<file path="config.mk">
export PLATFORM = sky130hd
export DESIGN_NAME = serial_to_parallel
export DESIGN_NICKNAME = d
export VERILOG_FILES = /design/src/rtl/serial_to_parallel_pkg.sv /design/src/rtl/serial_to_parallel_idle_timer.sv /design/src/rtl/serial_to_parallel.sv
export SDC_FILE = /design/constraint.sdc
export NUM_CORES = 1
export LEC_CHECK = 0
export BUFFER_PORTS_ARGS = -buffer_cell sky130_fd_sc_hd__buf_2
export CAP_MARGIN = 20
export CORE_UTILIZATION = 49
export CTS_BUF_LIST = sky130_fd_sc_hd__clkbuf_16
export CTS_CLUSTER_SIZE = 8
export DETAILED_ROUTE_END_ITERATION = 7
export PLACE_DENSITY = 0.75
export RECOVER_POWER = 25
export SETUP_SLACK_MARGIN = 0.3
export SLEW_MARGIN = 20
export SYNTH_ARGS = -nofsm -noshare
export SYNTH_HDL_FRONTEND = slang
export SYNTH_SLANG_ARGS = --single-unit
</file>
<file path="constraint.sdc">
create_clock -name iCE_CLK -period 1.85 [get_ports iCE_CLK]
set_clock_uncertainty 0.15 [all_clocks]
set_input_delay 0.555 -clock iCE_CLK [delete_from_list [all_inputs] [get_ports iCE_CLK]]
set_output_delay 0.555 -clock iCE_CLK [all_outputs]
set_load 0.05 [all_outputs]
</file>
<file path="src/rtl/serial_to_parallel_pkg.sv">
// rtl/serial_to_parallel_pkg.sv - byte width, FSM encoding and timeout default shared with the serializer
package serial_to_parallel_pkg;

    localparam int BYTE_W          = 8;
    localparam int DEFAULT_TIMEOUT = 1_000_000;

    typedef enum logic [1:0] {
        ST_IDLE    = 2'd0,
        ST_COLLECT = 2'd1,
        ST_FULL    = 2'd2
    } state_t;

endpackage

</file>
<file path="src/rtl/serial_to_parallel_idle_timer.sv">
// rtl/serial_to_parallel_idle_timer.sv - inter-byte idle counter with expiry strobe
module serial_to_parallel_idle_timer
    import serial_to_parallel_pkg::*;
#(
    parameter int TIMEOUT = DEFAULT_TIMEOUT
) (
    input  logic clk,
    input  logic rst_n,
    input  logic clear,
    input  logic enable,
    output logic expired
);

    localparam int              CW   = $clog2(TIMEOUT + 1);
    localparam logic [CW-1:0]   LAST = CW'(TIMEOUT - 1);

    logic [CW-1:0] count;

    always_ff @(posedge clk) begin
        if (!rst_n || clear) begin
            count <= '0;
        end else if (enable) begin
            count <= count + 1'b1;
        end
    end

    // High on the cycle whose edge brings the count to TIMEOUT; the owner
    // leaves COLLECT on that edge, which clears the counter.
    assign expired = enable && (count == LAST);

endmodule

</file>
<file path="src/rtl/serial_to_parallel.sv">
// rtl/serial_to_parallel.sv - assembles UART bytes MSB-first into an N-bit word with valid/ready output
module serial_to_parallel
    import serial_to_parallel_pkg::*;
#(
    parameter int N       = 32,
    parameter int CNT_W   = 3,
    parameter int TIMEOUT = DEFAULT_TIMEOUT
) (
    input  logic         iCE_CLK,
    input  logic         rst_n,
    input  logic         rx_valid,
    input  logic [7:0]   rx_byte,
    input  logic         tx_ready,
    output logic [N-1:0] tx_bytes,
    output logic         tx_valid,
    output logic         busy,
    output logic         overrun,
    output logic         timeout
);

    localparam int               NBYTES   = N / BYTE_W;
    localparam logic [CNT_W-1:0] LAST_CNT = CNT_W'(NBYTES - 1);

    state_t           state;
    state_t           state_next;
    logic [CNT_W-1:0] count;
    logic [N-1:0]     shreg;
    logic             accept;
    logic             expired;
    logic             timer_clear;
    logic             tx_valid_d;
    logic             busy_d;
    logic             overrun_d;
    logic             timeout_d;

    always_ff @(posedge iCE_CLK) begin
        if (!rst_n) begin
            state    <= ST_IDLE;
            tx_valid <= 1'b0;
            busy     <= 1'b0;
            overrun  <= 1'b0;
            timeout  <= 1'b0;
        end else begin
            state    <= state_next;
            tx_valid <= tx_valid_d;
            busy     <= busy_d;
            overrun  <= overrun_d;
            timeout  <= timeout_d;
        end
    end

    always_comb begin
        state_next = state;
        accept     = 1'b0;
        case (state)
            ST_IDLE: begin
                if (rx_valid) begin
                    accept     = 1'b1;
                    state_next = ST_COLLECT;
                end
            end
            ST_COLLECT: begin
                if (rx_valid) begin
                    accept = 1'b1;
                    if (count == LAST_CNT) state_next = ST_FULL;
                end else if (expired) begin
                    state_next = ST_IDLE;
                end
            end
            ST_FULL: begin
                // A byte arriving on the consuming edge starts the next word.
                if (tx_ready) begin
                    accept     = rx_valid;
                    state_next = rx_valid ? ST_COLLECT : ST_IDLE;
                end
            end
            default: state_next = ST_IDLE;
        endcase
    end

    always_comb begin
        tx_valid_d = (state_next == ST_FULL);
        busy_d     = (state_next == ST_COLLECT);
        overrun_d  = (state == ST_FULL) && rx_valid && !tx_ready;
        timeout_d  = (state == ST_COLLECT) && !rx_valid && expired;
    end

    always_ff @(posedge iCE_CLK) begin
        if (!rst_n) begin
            count <= '0;
            shreg <= '0;
        end else if (accept) begin
            count <= (state == ST_COLLECT) ? count + 1'b1 : CNT_W'(1);
            shreg <= {shreg[N-BYTE_W-1:0], rx_byte};
        end else if (state_next == ST_IDLE) begin
            count <= '0;
        end
    end

    assign tx_bytes    = shreg;
    assign timer_clear = accept || (state_next != state);

    serial_to_parallel_idle_timer #(
        .TIMEOUT (TIMEOUT)
    ) u_idle_timer (
        .clk     (iCE_CLK),
        .rst_n   (rst_n),
        .clear   (timer_clear),
        .enable  (state == ST_COLLECT),
        .expired (expired)
    );

endmodule
</file>
Word-level counts from Yosys, hierarchy flattened
Index checks and enable logic that the tools add are counted.
Widths: inputs -> output; s select.

word-level totals
  flip-flop bits (word level) = 61
  bits of input ports = 12
  output and inout bits = 36
  logic and storage cells = 44

operators by class
  add/sub/neg operators = 2
  equal/unequal tests = 7
  mux-type cells = 13
  reduce and logical (&&, ||, !) cells = 14

operator list
  operator               count
  $add 20x1->20 const B  1
  $eq 20x20->1 const B   1
  $mux 2                 5
  $mux 3                 3
  $pmux 2 s3             1
  $logic_and 1x1->1      5
  $eq 2x1->1 const B     2
  $eq 2x2->1 const B     2
  $logic_not 2->1        2
  $add 3x1->3 const B    1
  $eq 3x2->1 const B     1
  $logic_not 1->1        3
  $mux 1                 3
  $logic_or 1x1->1       2
  $ne 2x2->1             1
  $pmux 1 s2             1
  $reduce_bool 2->1      1
  $reduce_or 2->1        1

Logic depth before layout (Yosys ltp)
  depth after elaboration = 8
  depth in mapped cells = 7
  depth with buffers taken out = 5

Hierarchy
From an unflattened synthesis, not the netlist that was laid out.

second synthesis, totals
  cells, all modules = 261
  area, all modules = 2,519.9 µm²

modules (own cells, without submodules)
  module                         instances  cells each  area an instance (µm²)  seq. area each (µm²)
  serial_to_parallel             1          154         1,567.8                 820.8
  serial_to_parallel_idle_timer  1          107         952.2                   400.4

Worst setup path after synthesis
No wires, ideal clock.

  path type = input -> register
  start point = in tx_ready
  end point = reg u_idle_timer.count[16]
  setup time = 0.080 ns
  data arrival time = 1.790 ns
  data required time = 1.620 ns
  setup slack = -0.170 ns
  stages = 5
  path buffers = 1
  cells stage by stage = nor3b_1 -> o21ai_1 -> or2_2 -> buf_2 -> a22oi_1

between the ends
  word-level cells in the longest chain between the ends = 5
  elaborated cells between the ends (all ways) = 7
  those cells by class = 1 x eq/ne; 4 x mux; 2 x reduce/logical

ends and longest elaborated chain
  item                  line                                 text
  from (decl)           serial_to_parallel.sv:13             input logic tx_ready,
  $mux 2                serial_to_parallel.sv:72             if (tx_ready) begin
  $pmux 2 s3            serial_to_parallel.sv:55             case (state)
  $ne 2x2->1            serial_to_parallel.sv:101            assign timer_clear = accept || (state_next != state);
  $logic_or 1x1->1 (*)  serial_to_parallel.sv:101
  $logic_or 1x1->1 (*)  serial_to_parallel_idle_timer.sv:20  if (!rst_n || clear) begin
  to (signal assigned)  serial_to_parallel_idle_timer.sv:23  count <= count + 1'b1;
  to (decl)             serial_to_parallel_idle_timer.sv:17  logic [CW-1:0] count;

Every way passes the cells marked *; elsewhere a longest branch is shown, timed or not.
A chain may end at the register's enable or synchronous reset.

Final worst setup path
  start point = reg u_idle_timer.count[12]
  end point = reg u_idle_timer.count[16]

between the ends
  word-level cells in the longest chain between the ends = 8
  elaborated cells between the ends (all ways) = 9
  those cells by class = 1 x add/sub; 2 x eq/ne; 3 x mux; 3 x reduce/logical

ends and longest elaborated chain
  item               line                                 text
  $eq 20x20->1       serial_to_parallel_idle_timer.sv:29  assign expired = enable && (count == LAST);
  $logic_and 1x1->1  serial_to_parallel_idle_timer.sv:29
  $mux 2             serial_to_parallel.sv:66             end else if (expired) begin
  $mux 2             serial_to_parallel.sv:63             if (rx_valid) begin
  $pmux 2 s3         serial_to_parallel.sv:55
  $ne 2x2->1         serial_to_parallel.sv:101
  $logic_or 1x1->1   serial_to_parallel.sv:101
  $logic_or 1x1->1   serial_to_parallel_idle_timer.sv:20

Parallel ways exist; a longest one is shown, timed or not.

==> impl_metrics.yaml <==
finish:
  final_cell_mix: "nand2_1, a21oi_1, buf_4"
  n_antenna_cell: 0
  register_area_um2: 1320
  fillers: 237
  syn_to_final_growth_pct: 64.7
  final_nets: 411
  drive_gt1_share_pct: 45.9
  multi_input_area_um2: 1340
  utilization_pct: 85.1
  final_common_cell: "nand2_1"
sta:
  finalSetupViolCount: 0
  slew_violations: 0
  holdWs_ns: 0.300
  relSlewSlack_pct: 66.1
  finalCritPeriodShare_pct: 99.1
  hold_viol: 0
  min_period_ns: 1.83
  tightest_slew_ns: 0.508
  rsz0062_at_grt: "yes"
  fmax_mhz: 545
flow_run:
  cap_violations: 0
critical_path:
  crit_path_frequent_cell: "buf_4"
  worstPathRequired_ns: 1.91
  crit_chain: "buf_4 -> nor4b_4 -> nand4_1 -> o211ai_1 -> buf_4 -> a22oi_1"
  end_kind: "register"
  critPathLaunchType: "register"
  worstPathArrival_ns: 1.90
  reg2reg_to: "u_idle_timer.count[16]$_SDFFE_PP0P_"
  r2r_slack_ns: 0.02
  cp_slowest_cell: "dfxtp_4"
  path_class: "reg -> reg"
  timing.rr.start: "u_idle_timer.count[12]$_SDFFE_PP0P_"
  reg2reg_depth: 6
  slowest_delay_ns: 0.35
  endpoint: "u_idle_timer.count[16]$_SDFFE_PP0P_"
  critPathMaxFanout: 11
  cp-startpoint: "u_idle_timer.count[12]$_SDFFE_PP0P_"
route:
  drt-initial-drc-count: 241
  dr.pass1.iters: 5
  via_per_inst: 6.12
  dr_wl_met2_um: 4890
  highest-signal-layer: "met4"
  wl_per_cell_um: 20.7
  ant_nets: 0
  drc_errors: 0
  drt-met1-wl_um: 3550
  wl_um: 9700
  dr_total_vias: 2865
  met3WireLength_um: 737
synth:
  synth_edf_count: 0
  syn_area_um2: 2490
  yosysTopAreaCell: "dfxtp_1"
  synthDistinctLibCells: 39
  syn-num-nets: 317
  ys.warnings.count: 0
  synthArstFlopShare_pct: 0
  synth_top_area_share_pct: 49.0
  ys.flop_type: "dfxtp_1"
  ys_ff_latch: 61
  synth_cells: 302
  synth.avg_cell_area_um2: 8.24
  yosys-top-cells-area: "dfxtp_1, nand2_1, a21oi_1"
  ys_seq_area_share_pct: 49.0
power:
  p_leak_uw: 0.00163
  ir_drop_uv: 770
  power_density_nw_per_um2: 850
clock_network:
  cts_inserted_buffers: 9
  clock_sinks: 61
  hold_buffers: 0
  path_clk_slew_ns: 0.06
  root_buffer: "clkbuf_16"
  cts_tree: "built"
  clkLatencyLatePin_ns: 0.34
  ctsLongestPathBuffers: 2
  cts-htree-levels: 3
floorplan:
  initial_core_util_pct: 51.7
  core_area_um2: 4820
  row_count: 25
  die_y_um: 73.3
  die_w_um: 73.3
  ioPinCount: 48
  die_area_um2: 5370
global_routing:
  grt_max_degree: 33
  grt-ovfl-total: 0
  grt_pass1_vias: 2464
  grt_util_all_layers_pct: 28.7
  grt_antenna_before_repair: 0
  grt_pass1_wl_um: 11400
min_path:
  holdCritPathClass: "in -> reg"
placed_design:
  placement.io_buffers: 47
  place.gp.congestion: 0.852
  hpwl_um: 3900
outcome:
  run_status: "finished clean"
## where the power goes
group	internal [µW]	leakage, µW	switching, µW
Sequential	1330	0.000522	34.5
Clock	1160	0.000159	599
Combinational	149	0.000952	217
## area by class of cell
cell class              count  area share, %
flip-flops and latches     61           32.3
inverters                   7          0.641
repair buffers            101           24.8
clock buffers               9           5.49
well taps                  67           2.04
clock inverters             7           2.04
multi-input cells         216           32.7
## cell families after synthesis
| logic type | synth area share [%] |
|---|---|
| flops | 49.0 |
| mux | 0.402 |
| fa+ha+maj | 1.51 |
| xor+xnor | 4.57 |
| compound gates | 15.5 |
| buf+inv | 3.92 |
| simple gates | 25.1 |
## Yosys cell counts (all sizes together), types with 4 or more instances
cell and n:
xnor2 9, a22oi 5, nor3 4, a21oi 44, o21ai 10, dfxtp 61
clkbuf 15, inv 7, nor4 5, nor2 12, nand4 6, nand2 70
xor2 4, nand3 9
## what timing repair did
action                     4_1_cts  5_1_grt
gates resized for setup        125       58
pin swaps                        6       10
setup buffers                    7       20
hold endpoints to repair         0        0
cloned                           0        4
setup endpoints to repair       56       85
## registers in the layout, indices dropped and copies added (netlist names)
name and cells:
overrun 1, timeout 1, state 2, tx_bytes 32, u_idle_timer.count 20, tx_valid 1
busy 1, count 3
## stage by stage
step	worst slack [ns]	power, µW	instances	TNS [ns]	instance area (µm²)
after global placement	0.0522	1630	421	0	3000
after global routing	-0.0188	3560	468	-0.0971	4100
after CTS	0.0975	3370	444	0	3700
final	0.0164	3490	468	0	4100
after floorplan	0.0226	1560	302	0	2590
after detailed placement	0.00385	1630	421	0	3000
## worst max-delay path, delay by kind of cell, from the launching register on
kind	cells	cell delay (ns)
buf+inv	2	0.36
compound gates	2	0.35
simple gates	2	0.48
flops	1	0.35
## routing by layer
metal | vias to the layer above | GRT usage [%]
met1 | 1369 | 32.4
met4 | 0 | 17.9
li1 | 1237 | -
met3 | 58 | 6.45
met5 | - | 0
met2 | 201 | 49.2
## worst min path at each step
stage,from,end,slack (ns),depth (start not counted)
5_1_grt,tx_bytes[24]$_SDFFE_PN0P_,tx_bytes[24]$_SDFFE_PN0P_,0.34,2
3_3_place_gp,tx_bytes[31]$_SDFFE_PN0P_,tx_bytes[31]$_SDFFE_PN0P_,0.29,2
4_1_cts,rx_byte[3],tx_bytes[3]$_SDFFE_PN0P_,0.30,3
2_1_floorplan,u_idle_timer.count[18]$_SDFFE_PP0P_,u_idle_timer.count[18]$_SDFFE_PP0P_,0.31,2
3_5_place_dp,tx_bytes[29]$_SDFFE_PN0P_,tx_bytes[29]$_SDFFE_PN0P_,0.30,2
6_report,rx_byte[1],tx_bytes[1]$_SDFFE_PN0P_,0.30,3
Power figures use the tool's default switching activity.
